[config.mk]
export PLATFORM = sky130hd
export DESIGN_NAME = paddle_ai
export DESIGN_NICKNAME = d
export VERILOG_FILES = /design/src/rtl/paddle_ai.sv
export SDC_FILE = /design/constraint.sdc
export NUM_CORES = 1
export LEC_CHECK = 0
export BUFFER_PORTS_ARGS = -buffer_cell sky130_fd_sc_hd__buf_2
export CELL_PAD_IN_SITES_DETAIL_PLACEMENT = 1
export CELL_PAD_IN_SITES_GLOBAL_PLACEMENT = 2
export CORE_ASPECT_RATIO = 1.5
export CORE_MARGIN = 2
export CORE_UTILIZATION = 25
export CTS_BUF_LIST = sky130_fd_sc_hd__clkbuf_8 sky130_fd_sc_hd__clkbuf_16
export DETAILED_ROUTE_END_ITERATION = 8
export GPL_TIMING_DRIVEN = 0
export PLACE_DENSITY_LB_ADDON = 0.05
export SLEW_MARGIN = 10
export SYNTH_ARGS = -nofsm -noshare
export SYNTH_HDL_FRONTEND = slang
export SYNTH_SLANG_ARGS = --single-unit
[constraint.sdc]
create_clock -name clk_1ms -period 2.5 [get_ports clk_1ms]
set_input_delay 0.25 -clock clk_1ms [delete_from_list [all_inputs] [get_ports clk_1ms]]
set_output_delay 0.25 -clock clk_1ms [all_outputs]
set_load 0.01 [all_outputs]
[src/rtl/paddle_ai.sv]
// Computer-controlled paddle: after a reaction delay it steers the paddle
// toward the ball's y, and parks it at screen centre while the ball recedes.
module paddle_ai #(
  parameter int unsigned V_ACTIVE    = 480,
  parameter int unsigned PADDLE_HALF = 30,
  parameter int unsigned DEADBAND    = 4,
  parameter int unsigned REACT_MS    = 120,
  parameter int unsigned SIDE        = 1
) (
  input  logic       clk_1ms,
  input  logic       reset,
  input  logic       enable,
  input  logic       switch,
  input  logic [9:0] y_ball,
  input  logic       ball_dx_pos,
  input  logic [9:0] y_paddle,
  output logic       btn_up,
  output logic       btn_down,
  output logic [1:0] ai_state
);

  typedef enum logic [1:0] {
    IDLE   = 2'd0,
    CENTER = 2'd1,
    REACT  = 2'd2,
    TRACK  = 2'd3
  } state_t;

  localparam logic [10:0] MID      = 11'(V_ACTIVE / 2);
  localparam logic [10:0] LO       = 11'(PADDLE_HALF);
  localparam logic [10:0] HI       = 11'(V_ACTIVE - PADDLE_HALF);
  localparam logic [10:0] DB       = 11'(DEADBAND);
  localparam logic [7:0]  REACT_LD = 8'((REACT_MS == 0) ? 0 : REACT_MS - 1);
  localparam logic        SIDE_BIT = 1'(SIDE);

  state_t      state, state_nx;
  logic [7:0]  cnt, cnt_nx;
  logic        approaching;
  logic        target_valid;
  logic [10:0] target, yb, yp;
  logic        up_nx, down_nx;

  assign approaching = (ball_dx_pos == SIDE_BIT);
  assign yb          = {1'b0, y_ball};
  assign yp          = {1'b0, y_paddle};
  assign ai_state    = state;

  always_comb begin
    state_nx = state;
    cnt_nx   = cnt;
    if (!switch) begin
      if (!enable) begin
        state_nx = IDLE;
      end else begin
        unique case (state)
          IDLE:   state_nx = CENTER;
          CENTER: begin
            if (approaching) begin
              if (REACT_MS > 0) begin
                state_nx = REACT;
                cnt_nx   = REACT_LD;
              end else begin
                state_nx = TRACK;
              end
            end
          end
          // Direction reversal outranks counter expiry.
          REACT: begin
            if (!approaching)    state_nx = CENTER;
            else if (cnt == '0)  state_nx = TRACK;
            else                 cnt_nx   = cnt - 8'd1;
          end
          TRACK:  if (!approaching) state_nx = CENTER;
          default: state_nx = IDLE;
        endcase
      end
    end
  end

  always_comb begin
    target_valid = 1'b0;
    target       = MID;
    unique case (state)
      CENTER: begin
        target_valid = 1'b1;
        target       = MID;
      end
      TRACK: begin
        target_valid = 1'b1;
        if (yb < LO)      target = LO;
        else if (yb > HI) target = HI;
        else              target = yb;
      end
      default: target_valid = 1'b0;
    endcase
  end

  assign down_nx = !switch && enable && target_valid && (target > yp + DB);
  assign up_nx   = !switch && enable && target_valid && (target + DB < yp);

  always_ff @(posedge clk_1ms or negedge reset) begin
    if (!reset) begin
      state    <= IDLE;
      cnt      <= '0;
      btn_up   <= 1'b0;
      btn_down <= 1'b0;
    end else begin
      state    <= state_nx;
      cnt      <= cnt_nx;
      btn_up   <= up_nx;
      btn_down <= down_nx;
    end
  end

endmodule

== Word-level counts from Yosys, hierarchy flattened ==
Index checks and enable logic that the tools add are counted.

* Register bits: 12
* Input bits: 25
* Output and inout port bits: 4
* Word-level logic and storage cells: 46

* $add $sub $neg: 3
* Magnitude comparators: 4
* Equality and inequality tests: 9
* Multiplexer cells: 14
* Bitwise logic cells: 1
* Reduce and logical (&&, ||, !) cells: 11

{| class="wikitable"
|+ Operator list
! kind !! number
|-
| 10-bit 2-to-1 mux || 3
|-
| 8-bit 2-to-1 mux || 3
|-
| 8-bit one-hot mux with 2 select lines || 1
|-
| 10-bit by 3-bit adder with 11-bit output, second input constant || 1
|-
| 11-bit by 3-bit adder with 11-bit output, second input constant || 1
|-
| 11-bit > comparator || 1
|-
| 11-bit by 10-bit less-than comparator with 1-bit output || 1
|-
| 10-bit by 9-bit > comparator with 1-bit output, second input constant || 1
|-
| 10-bit by 5-bit less-than comparator with 1-bit output, second input constant || 1
|-
| 2-bit 2-to-1 mux || 5
|-
| 8-bit logical NOT || 1
|-
| 2-bit one-hot mux with 4 select lines || 1
|-
| 8-bit by 1-bit subtractor with 8-bit output, second input constant || 1
|-
| 2-bit != test, second input constant || 3
|-
| 3-bit != test, second input constant || 2
|-
| 6-bit AND reduction || 1
|-
| 2-bit equality test, second input constant || 2
|-
| 1-bit logical AND || 4
|-
| 4-bit != test, second input constant || 1
|-
| 4-bit AND reduction || 1
|-
| 2-bit by 1-bit equality test with 1-bit output, second input constant || 1
|-
| 2-bit logical NOT || 1
|-
| 2-bit nonzero test || 1
|-
| 2-bit OR reduction || 1
|-
| 3 further kinds || 3
|}

== Longest topological paths before layout ==
* Depth in word-level cells: 7
* Depth in mapped cells: 13
* Gate-level depth less buffers: 13

== Worst setup path before layout ==
Ideal clock, no wire load.

* Path kind: in2reg
* Start: input y_ball[8]
* End: register btn_up
* Data arrival time: 2534 ps
* Required time: 2435 ps
* Setup slack: -99 ps
* Stages on the path: 12
* Path through: or4_4 -> a211o_4 -> nand2_1 -> and2_1 -> ha_1 -> inv_1 -> a221oi_4 -> a31o_1 -> ha_1 -> nor2b_1 -> o21ai_0 -> o211a_1

* Longest elaborated chain between the ends: 7
* Elaborated cells between the ends (all ways): 8
* Classes of those cells: 1 x add/sub; 3 x order compare; 3 x mux; 1 x reduce/logical

{| class="wikitable"
|+ RTL lines
! item !! line !! source
|-
| start: declaration || 14 || <nowiki>input logic [9:0] y_ball,</nowiki>
|-
| 10-bit by 9-bit > comparator with 1-bit output || 91 || <nowiki>else if (yb > HI) target = HI;</nowiki>
|-
| 10-bit 2-to-1 mux || 91 ||
|-
| 10-bit 2-to-1 mux (*) || 90 || <nowiki>if (yb < LO) target = LO;</nowiki>
|-
| 10-bit 2-to-1 mux (*) || 83 || <nowiki>unique case (state)</nowiki>
|-
| 11-bit by 3-bit adder with 11-bit output (*) || 99 || <nowiki>assign up_nx = !switch && enable && target_valid && (target + DB < yp);</nowiki>
|-
| 11-bit by 10-bit less-than comparator with 1-bit output (*) || 99 ||
|-
| 1-bit logical AND (*) || 99 ||
|-
| via up_nx || 41 || <nowiki>logic up_nx, down_nx;</nowiki>
|-
| end signal: assignment || 110 || <nowiki>btn_up <= up_nx;</nowiki>
|-
| end: declaration || 17 || <nowiki>output logic btn_up,</nowiki>
|}

Mark *: on every way through the listed nets, which the timed path passes. The rest lies on a longest branch.
A chain may end at the register's enable or synchronous reset.

== Final worst setup path ==
* Start: input y_ball[6]
* End: register btn_up

The elaborated chain is that of the path after synthesis.

==> results.sh <==
export IMPL_status="complete, but fails checks"
export IMPL_violations="setup timing"
export IMPL_critPathMaxFanout=4
export IMPL_synthTopCellsByCount="25 x ha_1, 19 x nor2_1, 16 x inv_1"
export IMPL_finalSetupViolCount=1
export IMPL_track_usage_pct=14.9
export IMPL_fmax_mhz=395
export IMPL_antenna_found_initial=0
export IMPL_pwr_density_cell_nw_per_um2=428
export IMPL_core_area_um2=6220
export IMPL_crit_family="compound AO/OA/AOI/OAI gates"
export IMPL_cp_start_kind="input port"
export IMPL_grt_max_degree=13
export IMPL_layout_setup_ws_ns=-0.0299
export IMPL_required_ns=2.69
export IMPL_ir_drop_mv=0.130
export IMPL_wirelength_um=5200
export IMPL_yosys_area_top_type="ha_1"
export IMPL_synth_edf_count=0
export IMPL_die_area_um2=7140
export IMPL_fin_hold_ws_ns=0.328
export IMPL_area_delta_synth_final_pct=30.7
export IMPL_fillers=751
export IMPL_multi_input_area_um2=1330
export IMPL_wl_per_cell_um=16.4
export IMPL_rrSetupSlack_ns=0.14
export IMPL_nNetsFinal=294
export IMPL_cpPeakStageDelay_ns=0.53
export IMPL_grt_pass1_vias=1755
export IMPL_slew_viol_final=0
export IMPL_rsz0062_at_grt="yes"
export IMPL_netlist_area_leader_share_pct=19.3
export IMPL_r2r_cells=9
export IMPL_drt_pass1_iter_count=4
export IMPL_clock_skew_ns=0.000526
export IMPL_path_depth=13
export IMPL_grt_pass1_wl_um=8360
export IMPL_clock_tree_root_cell="clkbuf_8"
export IMPL_synth_ff_type="dfrtp_1"
export IMPL_grt_overflow=0
export IMPL_p_leak_nw=0.934
export IMPL_cp_arrival_ns=2.71
export IMPL_placed_cells=302
export IMPL_path_clk_slew_ns=0.06
export IMPL_via_count=1666
export IMPL_numCtsBuffers=3
export IMPL_period_share_pct=101
export IMPL_fp_row_count=35
export IMPL_yosysMostFrequentCell="ha_1"
export IMPL_drive_above_1_share_pct=26.7
export IMPL_die_y_um=102
export IMPL_maxCapViolCount=0
export IMPL_synthTopCellsByArea="ha_1 19%, dfrtp_1 19%, nor2_1 4.4%, xnor2_1 4.3%, inv_1 3.7%"
export IMPL_holdPathStages=3
export IMPL_syn_area_um2=1620
export IMPL_crit_path_frequent_cell="ha_4"
export IMPL_worstHoldPathType="input port to flip-flop"
export IMPL_final_cells=317
export IMPL_drc_errors=0
export IMPL_ys_ff_latch=12
export IMPL_crit_type="input port to flip-flop"
export IMPL_ioPinCount=29
export IMPL_final_min_clock_period_ns=2.53
export IMPL_worstReg2RegStart="ai_state[0]$_DFFE_PN0P_"
export IMPL_diodes=0
export IMPL_cts_max_path_buffers=2
export IMPL_yosysSeqAreaShare_pct=18.6
export IMPL_clock_sinks=12
export IMPL_port_buffers=28
export IMPL_slowest_stage="or4_4"
export IMPL_clk_latency_ns=0.24
export IMPL_p_total_mw=0.905
export IMPL_hpwl_um=4480
export IMPL_cts_tree="yes"
export IMPL_fp_dieW_um=69.7
export IMPL_yosysWarnings=0
export IMPL_start_util_pct=26.0
export IMPL_min_to="ai_state[1]$_DFFE_PN0P_"
export IMPL_hp_start="enable"
export IMPL_netlist_instances=199
export IMPL_path_buf_inv=2
export IMPL_ys_async_sr_fraction_pct=100
export IMPL_htreeDepth=1
export IMPL_hold_viol=0
export IMPL_gp_congestion=0.808
export IMPL_syn_mean_instance_area_um2=8.12
export IMPL_drt_vias_per_instance=5.26
export IMPL_postRouteAntennaNets=0
export IMPL_r2r_end="btn_down$_DFF_PN0_"
export IMPL_ys_types=54
export IMPL_drtIter0Drc=55
export IMPL_seq_area_um2=303
export IMPL_endpoint_kind="flip-flop"
export IMPL_dp_slack_ns=-0.476
export IMPL_crit_chain="buf_8 > or4_4 > a211o_4 > nand2_4 > and2_4 > ha_4 > inv_4 > a221oi_4 > a31o_1 > ha_4 > nor2b_4 > o21ai_1 > o211a_1"
## cell families after synthesis
group	share of synthesized area, %
other	0.232
adder cells (fa/ha/maj)	19.3
flip-flops	18.6
multiplexers	2.48
XOR/XNOR	4.88
AND/OR/NAND/NOR	28.8
buffers and inverters	4.88
AO/OA/AOI/OAI	20.8
## worst max-delay path by stage
| stage | startpoint | end | slack [ns] |
|---|---|---|---|
| 2_1_floorplan | y_ball[8] | btn_up$_DFF_PN0_ | 0.002 |
| 4_1_cts | y_ball[8] | btn_up$_DFF_PN0_ | -0.1 |
| 3_5_place_dp | y_ball[9] | btn_up$_DFF_PN0_ | -0.48 |
| 5_1_grt | y_ball[6] | btn_up$_DFF_PN0_ | -0.09 |
| 3_3_place_gp | y_ball[8] | btn_up$_DFF_PN0_ | -0.38 |
| 6_report | y_ball[6] | btn_up$_DFF_PN0_ | -0.03 |
## cell type report
cell class,count,area share [%]
clock buffer,4,2.61
inverter,16,2.96
timing repair buffer,39,11.9
multi-input combinational,168,62.8
tap,74,4.38
buffer,4,1.07
sequential,12,14.3
## metal layers
metal / vias to the layer above / global-route usage [%] / wire, um
li1: 820 / - / -
met1: 815 / 14.3 / 1800
met2: 21 / 31.6 / 3160
met3: 10 / 1.28 / 74
met4: 0 / 6.80 / 167
met5: - / 0 / 0
## sequential cells by signal (all words and copies together), names as in the netlist
name / cells
btn_down: 1
btn_up: 1
ai_state: 2
cnt: 8
## repair_timing
action,in CTS,in global routing
pin swaps,7,10
setup buffers,3,7
endpoints found under the setup margin,2,2
hold buffers,1,0
endpoints found under the hold margin,12,0
resized for setup,14,10
## report_power, final
part           switching, mW  internal [mW]  total [mW]
Clock                 0.0803          0.139       0.220
Sequential            0.0657          0.246       0.312
Combinational          0.203          0.170       0.373
## layout by cell type, fill, tap and decap left out, types with 3 or more instances in the layout
cell type	synthesis	final
a21oi_1	9	7
and3_1	3	3
and4_1	3	3
buf_2	0	25
buf_4	1	10
clkbuf_1	3	3
clkbuf_8	0	4
dfrtp_1	12	10
ha_1	25	22
ha_4	0	3
inv_1	16	15
mux2i_1	4	4
nand2_1	15	14
nand2b_1	6	6
nand3_1	10	10
nand4_1	4	4
nor2_1	19	19
nor4_1	3	3
nor4b_1	3	3
o211ai_1	4	4
o21ai_0	6	5
or3_1	4	4
xnor2_1	8	8
## worst reg2reg max path: cells and delay by family (launching register included)
kind | cells | cell delay, ns
compound gates | 2 | 0.17
fa+ha+maj | 2 | 0.50
buf+inv | 1 | 0.16
flops | 1 | 0.42
simple gates | 4 | 1.01
## per-stage QoR
step	instance area [um^2]	setup TNS, ns	utilization, %
floorplan	1630	0	-
global placement	1860	-0.614	29.9
detailed placement	1860	-0.743	29.9
CTS	2010	-0.0955	32.3
global route	2110	-0.0885	34.0
finish	2110	-0.0299	34.0
Power figures use the tool's default switching activity.
